==> src/rtl/hazard_ctrl_pkg.sv <==
// Shared core header: register index width, hazard FSM encodings.
package hazard_ctrl_pkg;
  localparam int REG_W   = 5;
  localparam int TIMER_W = 8;

  typedef enum logic [1:0] {
    RUN  = 2'd0,
    WAIT = 2'd1,
    ERR  = 2'd2
  } state_t;
endpackage

==> src/rtl/sat_counter.sv <==
// Event counter that sticks at all-ones instead of wrapping.
module sat_counter #(
  parameter int W = 32
) (
  input  logic         clk,
  input  logic         rst_n,
  input  logic         inc,
  output logic [W-1:0] cnt
);
  always_ff @(posedge clk or negedge rst_n) begin
    if (!rst_n) begin
      cnt <= '0;
    end else if (inc && cnt != '1) begin
      cnt <= cnt + 1'b1;
    end
  end
endmodule

==> src/rtl/hazard_ctrl.sv <==
// Hazard/stall controller: load-use stall, branch flush,
// dmem wait freeze with timeout, and event counters.
module hazard_ctrl
  import hazard_ctrl_pkg::*;
#(
  parameter int MEM_TIMEOUT = 16,
  parameter int CNT_W       = 32
) (
  input  logic             clk,
  input  logic             rst_n,
  input  logic [REG_W-1:0] id_rs1,
  input  logic [REG_W-1:0] id_rs2,
  input  logic             id_use_rs1,
  input  logic             id_use_rs2,
  input  logic             ex_mem_read,
  input  logic [REG_W-1:0] ex_rd,
  input  logic             mem_branch_taken,
  input  logic             mem_access,
  input  logic             dmem_ready,
  output logic             pc_hold,
  output logic             if_id_hold,
  output logic             id_ex_hold,
  output logic             ex_mem_hold,
  output logic             pc_redirect,
  output logic             if_id_flush,
  output logic             id_ex_flush,
  output logic             ex_mem_flush,
  output logic             mem_wb_bubble,
  output logic             mem_err,
  output logic [CNT_W-1:0] stall_cnt,
  output logic [CNT_W-1:0] flush_cnt,
  output logic [CNT_W-1:0] wait_cnt
);
  state_t             state, state_d;
  logic [TIMER_W-1:0] timer, timer_d;
  logic               load_use;
  logic               mem_wait;
  logic               freeze;
  logic               act_br;
  logic               act_lu;

  always_comb begin
    pc_hold       = 1'b0;
    if_id_hold    = 1'b0;
    id_ex_hold    = 1'b0;
    ex_mem_hold   = 1'b0;
    pc_redirect   = 1'b0;
    if_id_flush   = 1'b0;
    id_ex_flush   = 1'b0;
    ex_mem_flush  = 1'b0;
    mem_wb_bubble = 1'b0;
    load_use = ex_mem_read && ex_rd != '0 &&
               ((id_use_rs1 && id_rs1 == ex_rd) ||
                (id_use_rs2 && id_rs2 == ex_rd));
    mem_wait = mem_access && !dmem_ready;
    freeze   = mem_wait || state == ERR;
    // exclusive action terms so the decoder below is one-hot
    act_br = mem_branch_taken && !freeze;
    act_lu = load_use && !freeze && !mem_branch_taken;
    unique case (1'b1)
      freeze: begin
        pc_hold       = 1'b1;
        if_id_hold    = 1'b1;
        id_ex_hold    = 1'b1;
        ex_mem_hold   = 1'b1;
        mem_wb_bubble = 1'b1;
      end
      act_br: begin
        pc_redirect  = 1'b1;
        if_id_flush  = 1'b1;
        id_ex_flush  = 1'b1;
        ex_mem_flush = 1'b1;
      end
      act_lu: begin
        pc_hold     = 1'b1;
        if_id_hold  = 1'b1;
        id_ex_flush = 1'b1;
      end
      default: ;
    endcase
  end

  always_comb begin
    state_d = state;
    timer_d = timer;
    unique case (state)
      RUN: begin
        if (mem_wait) begin
          state_d = WAIT;
          timer_d = TIMER_W'(1);
        end
      end
      WAIT: begin
        if (!mem_wait) begin
          state_d = RUN;
          timer_d = '0;
        end else if (timer == TIMER_W'(MEM_TIMEOUT)) begin
          state_d = ERR;
        end else begin
          timer_d = timer + 1'b1;
        end
      end
      ERR:     state_d = ERR;
      default: begin
        state_d = RUN;
        timer_d = '0;
      end
    endcase
  end

  always_ff @(posedge clk or negedge rst_n) begin
    if (!rst_n) begin
      state   <= RUN;
      timer   <= '0;
      mem_err <= 1'b0;
    end else begin
      state   <= state_d;
      timer   <= timer_d;
      mem_err <= (state_d == ERR);
    end
  end

  sat_counter #(.W(CNT_W)) u_stall (
    .clk   (clk),
    .rst_n (rst_n),
    .inc   (act_lu),
    .cnt   (stall_cnt)
  );

  sat_counter #(.W(CNT_W)) u_flush (
    .clk   (clk),
    .rst_n (rst_n),
    .inc   (act_br),
    .cnt   (flush_cnt)
  );

  sat_counter #(.W(CNT_W)) u_wait (
    .clk   (clk),
    .rst_n (rst_n),
    .inc   (freeze),
    .cnt   (wait_cnt)
  );
endmodule

==> config.mk <==
export PLATFORM = sky130hd
export DESIGN_NAME = hazard_ctrl
export DESIGN_NICKNAME = d
export VERILOG_FILES = /design/src/rtl/hazard_ctrl_pkg.sv /design/src/rtl/sat_counter.sv /design/src/rtl/hazard_ctrl.sv
export SDC_FILE = /design/constraint.sdc
export NUM_CORES = 1
export LEC_CHECK = 0
export CAP_MARGIN = 20
export CELL_PAD_IN_SITES_DETAIL_PLACEMENT = 1
export CELL_PAD_IN_SITES_GLOBAL_PLACEMENT = 1
export CORE_UTILIZATION = 41
export DETAILED_ROUTE_END_ITERATION = 8
export DONT_BUFFER_PORTS = 1
export PLACE_DENSITY = 0.74
export SKIP_LAST_GASP = 1
export SYNTH_ARGS = -nofsm -noshare
export SYNTH_HDL_FRONTEND = slang
export SYNTH_SLANG_ARGS = --single-unit
export TNS_END_PERCENT = 50
==> constraint.sdc <==
create_clock -name clk -period 2.85 [get_ports clk]
set_clock_uncertainty 0.1 [all_clocks]
set_input_delay 0.57 -clock clk [delete_from_list [all_inputs] [get_ports clk]]
set_output_delay 0.57 -clock clk [all_outputs]
set_load 0.03 [all_outputs]
==> metrics <==
status=finished, violations left; failing checks=hold timing; WP data required=2.18 ns; Vias=4,019; Die Ht=115.6 microns; Row Count=41; # DRC=0; hold slack=-0.2025 ns; Pint=2.455 mW; vias per cell=5.566; crit path kind=reg -> out; DRT Pass-1 Iters=4; Core Box Area=0.01262 sq mm; Sw Ratio=0.3054; GPL Wtd Cong=0.7681; Clock Sink Count=107; Clk Latency, worst-skew pair=0.36 ns; initial antenna violation count=0; CP delay by family, top=simple AND/OR/NAND/NOR gates; vias in the first global route=4,324; clock power share=0.367; number of antenna diodes=0; crit end category=output port; Min-Delay Path Class=in -> async; share of post-route cells with drive strength above 1=0.1291; die area=0.01336 sq mm; setup TNS=0 ns; area leader, netlist=dfrtp_1; sequential element share of the synthesized area=0.5061; Cell Chain, Critical Path=nor2b_1, nor2_4, inv_2, nor4b_4, nand2_1, nand2_1, buf_12; Logic pwr share=0.100; cell area after layout=0.006051 sq mm; Sw Pwr=1.079 mW; I/O pin count=129; Max Fanout on Critical Path=6; CTS root buffer=clkbuf_16; fin cells=722; Reg power frac=0.533; DIE WIDTH=115.6 microns; Fin. Hold Viols=107; worst-margin pin slew=0.5515 ns; Period minus WS final=2.684 ns; Max Clk Rate=0.3726 GHz; Peak VDD IR=0.2310 mV; Synth Warn #=0; Net Count, Synth=535; Layout Nets=573; RSZ-0062 raised after global routing=false; pwr/cell area=584.0 mW/mm^2; Syn-to-layout area delta=14.38%; Rel. slew slack=0.6295; Syn Std Cell Area=0.005290 sq mm; global route total overflow=0; Starting Density=0.4192; Syn Inst Count=507; largest net degree at the start of global routing=108; count of final setup violators=0; crit start category=flip-flop; Clock Tree Buf Depth=2; critical path's most frequent cell=nand2_1; Bufs and invs on worst path=2; period utilization=0.9417; wire length per cell=19.16 microns; commonest non-fill, non-tap cell in the layout=dfrtp_1; Design Power=3.534 mW; Post-CTS Setup Bufs=0; # H-tree levels=3; CTS Buf Count=9; placed cell count=706; slowest stage delay, CP=0.40 ns; placed cell area=0.005741 sq mm; PortBufs=0; top post-synthesis cells by area=dfrtp_1, xnor2_1, xor2_1, nand3_1, nand2_1; First DRT Iteration DRCs=180; Post-DRT Antenna Nets=0; post-synthesis average cell area=10.43 sq um; Setup WS pre-CTS=0.3006 ns; HPWL after DPL=10,120 microns; GRT Util Overall=0.2169; CTS tree=yes; final wirelength=13,830 microns; first-pass GRT wire length=22,310 microns; commonest non-fill, non-tap cells in the layout=dfrtp_1, xnor2_1, nand2_1; Synth top area share=0.5061; Pleak=2.795 nW; post-route setup slack=0.1662 ns; Cell variety after synth=45; Max Slew Vio Count=0; WP data arrival=2.01 ns; # Max-Cap Violations=0; Util after Layout=0.4795; fillers=1,419; Yosys reg bits=107; slowest CP cell=dfrtp_1; Clock Pin Slew Worst Setup and Hold Paths=0.07 ns
power by group through the flow:
stage               clock network, mW  registers, mW  logic [mW]
floorplan                           0           1.92       0.206
global placement                    0           1.90       0.334
detailed placement                  0           1.92       0.356
CTS                              1.33           1.89       0.358
global route                     1.40           1.90       0.395
finish                           1.30           1.88       0.352
worst paths after layout:
check                                 from             end  slack [ns]  cells past startpoint
max in group asynchronous            rst_n  u_wait.cnt[27]        2.67                      0
max reg2reg                u_stall.cnt[30]  u_stall.cnt[1]        0.42                      6
min                                  rst_n  u_wait.cnt[12]       -0.20                      0
max                               state[1]      if_id_hold        0.17                      7
min reg2reg                       timer[0]        timer[0]        0.45                      1
min in group clk                  timer[0]        timer[0]        0.45                      1
routing by layer:
metal / GRT usage / up-vias / wire length (microns)
met5: 0 / - / 0
li1: - / 1844 / -
met2: 0.3613 / 105 / 6877
met1: 0.2631 / 2054 / 5801
met3: 0.07427 / 16 / 948
met4: 0.07100 / 0 / 203
layout make-up:
type | count | area, sq um | area share
inverters | 15 | 56.30 | 0.009305
multi-input cells | 372 | 2487 | 0.4111
flip-flops and latches | 107 | 2678 | 0.4425
clock buffers | 10 | 229.0 | 0.03784
clock inverters | 6 | 72.57 | 0.01199
repair buffers | 40 | 312.8 | 0.05170
well taps | 172 | 215.2 | 0.03557
logic make-up after synthesis:
kind of cell	count (synthesis)	synth area share
buf+inv	28	0.02531
flops	107	0.5061
compound gates	14	0.01845
fa+ha+maj	5	0.01183
simple gates	241	0.2509
mux	4	0.008514
xor+xnor	108	0.1788
synth_stat cells, drive strengths merged:
cell type,number
o32ai,1
o311ai,1
ha,5
nand4,28
nand3,47
mux2,4
a32o,1
clkbuf,5
nand2,52
xnor2,65
nor4,12
nand2b,3
and3,18
nor2b,2
nor2,31
xor2,43
a31oi,1
or3,3
nor3b,1
o2111a,1
o21ai,1
nor3,20
o31ai,1
nor4bb,1
or4,1
dfrtp,107
nor4b,3
inv,15
and4,13
and4b,1
o22ai,4
buf,8
a21oi,3
and2,4
nand3b,1
sequential cells by signal, indices dropped and copies added, names as in the netlist:
signal and count:
u_stall.cnt 32, state 2, mem_err 1, timer 8
u_wait.cnt 32, u_flush.cnt 32
repair_timing:
item                                    4_1_cts  5_1_grt
gates resized for setup                       0        1
endpoints found under the setup margin        0        3
endpoints found under the hold margin       107      107
Power figures use the tool's default switching activity.
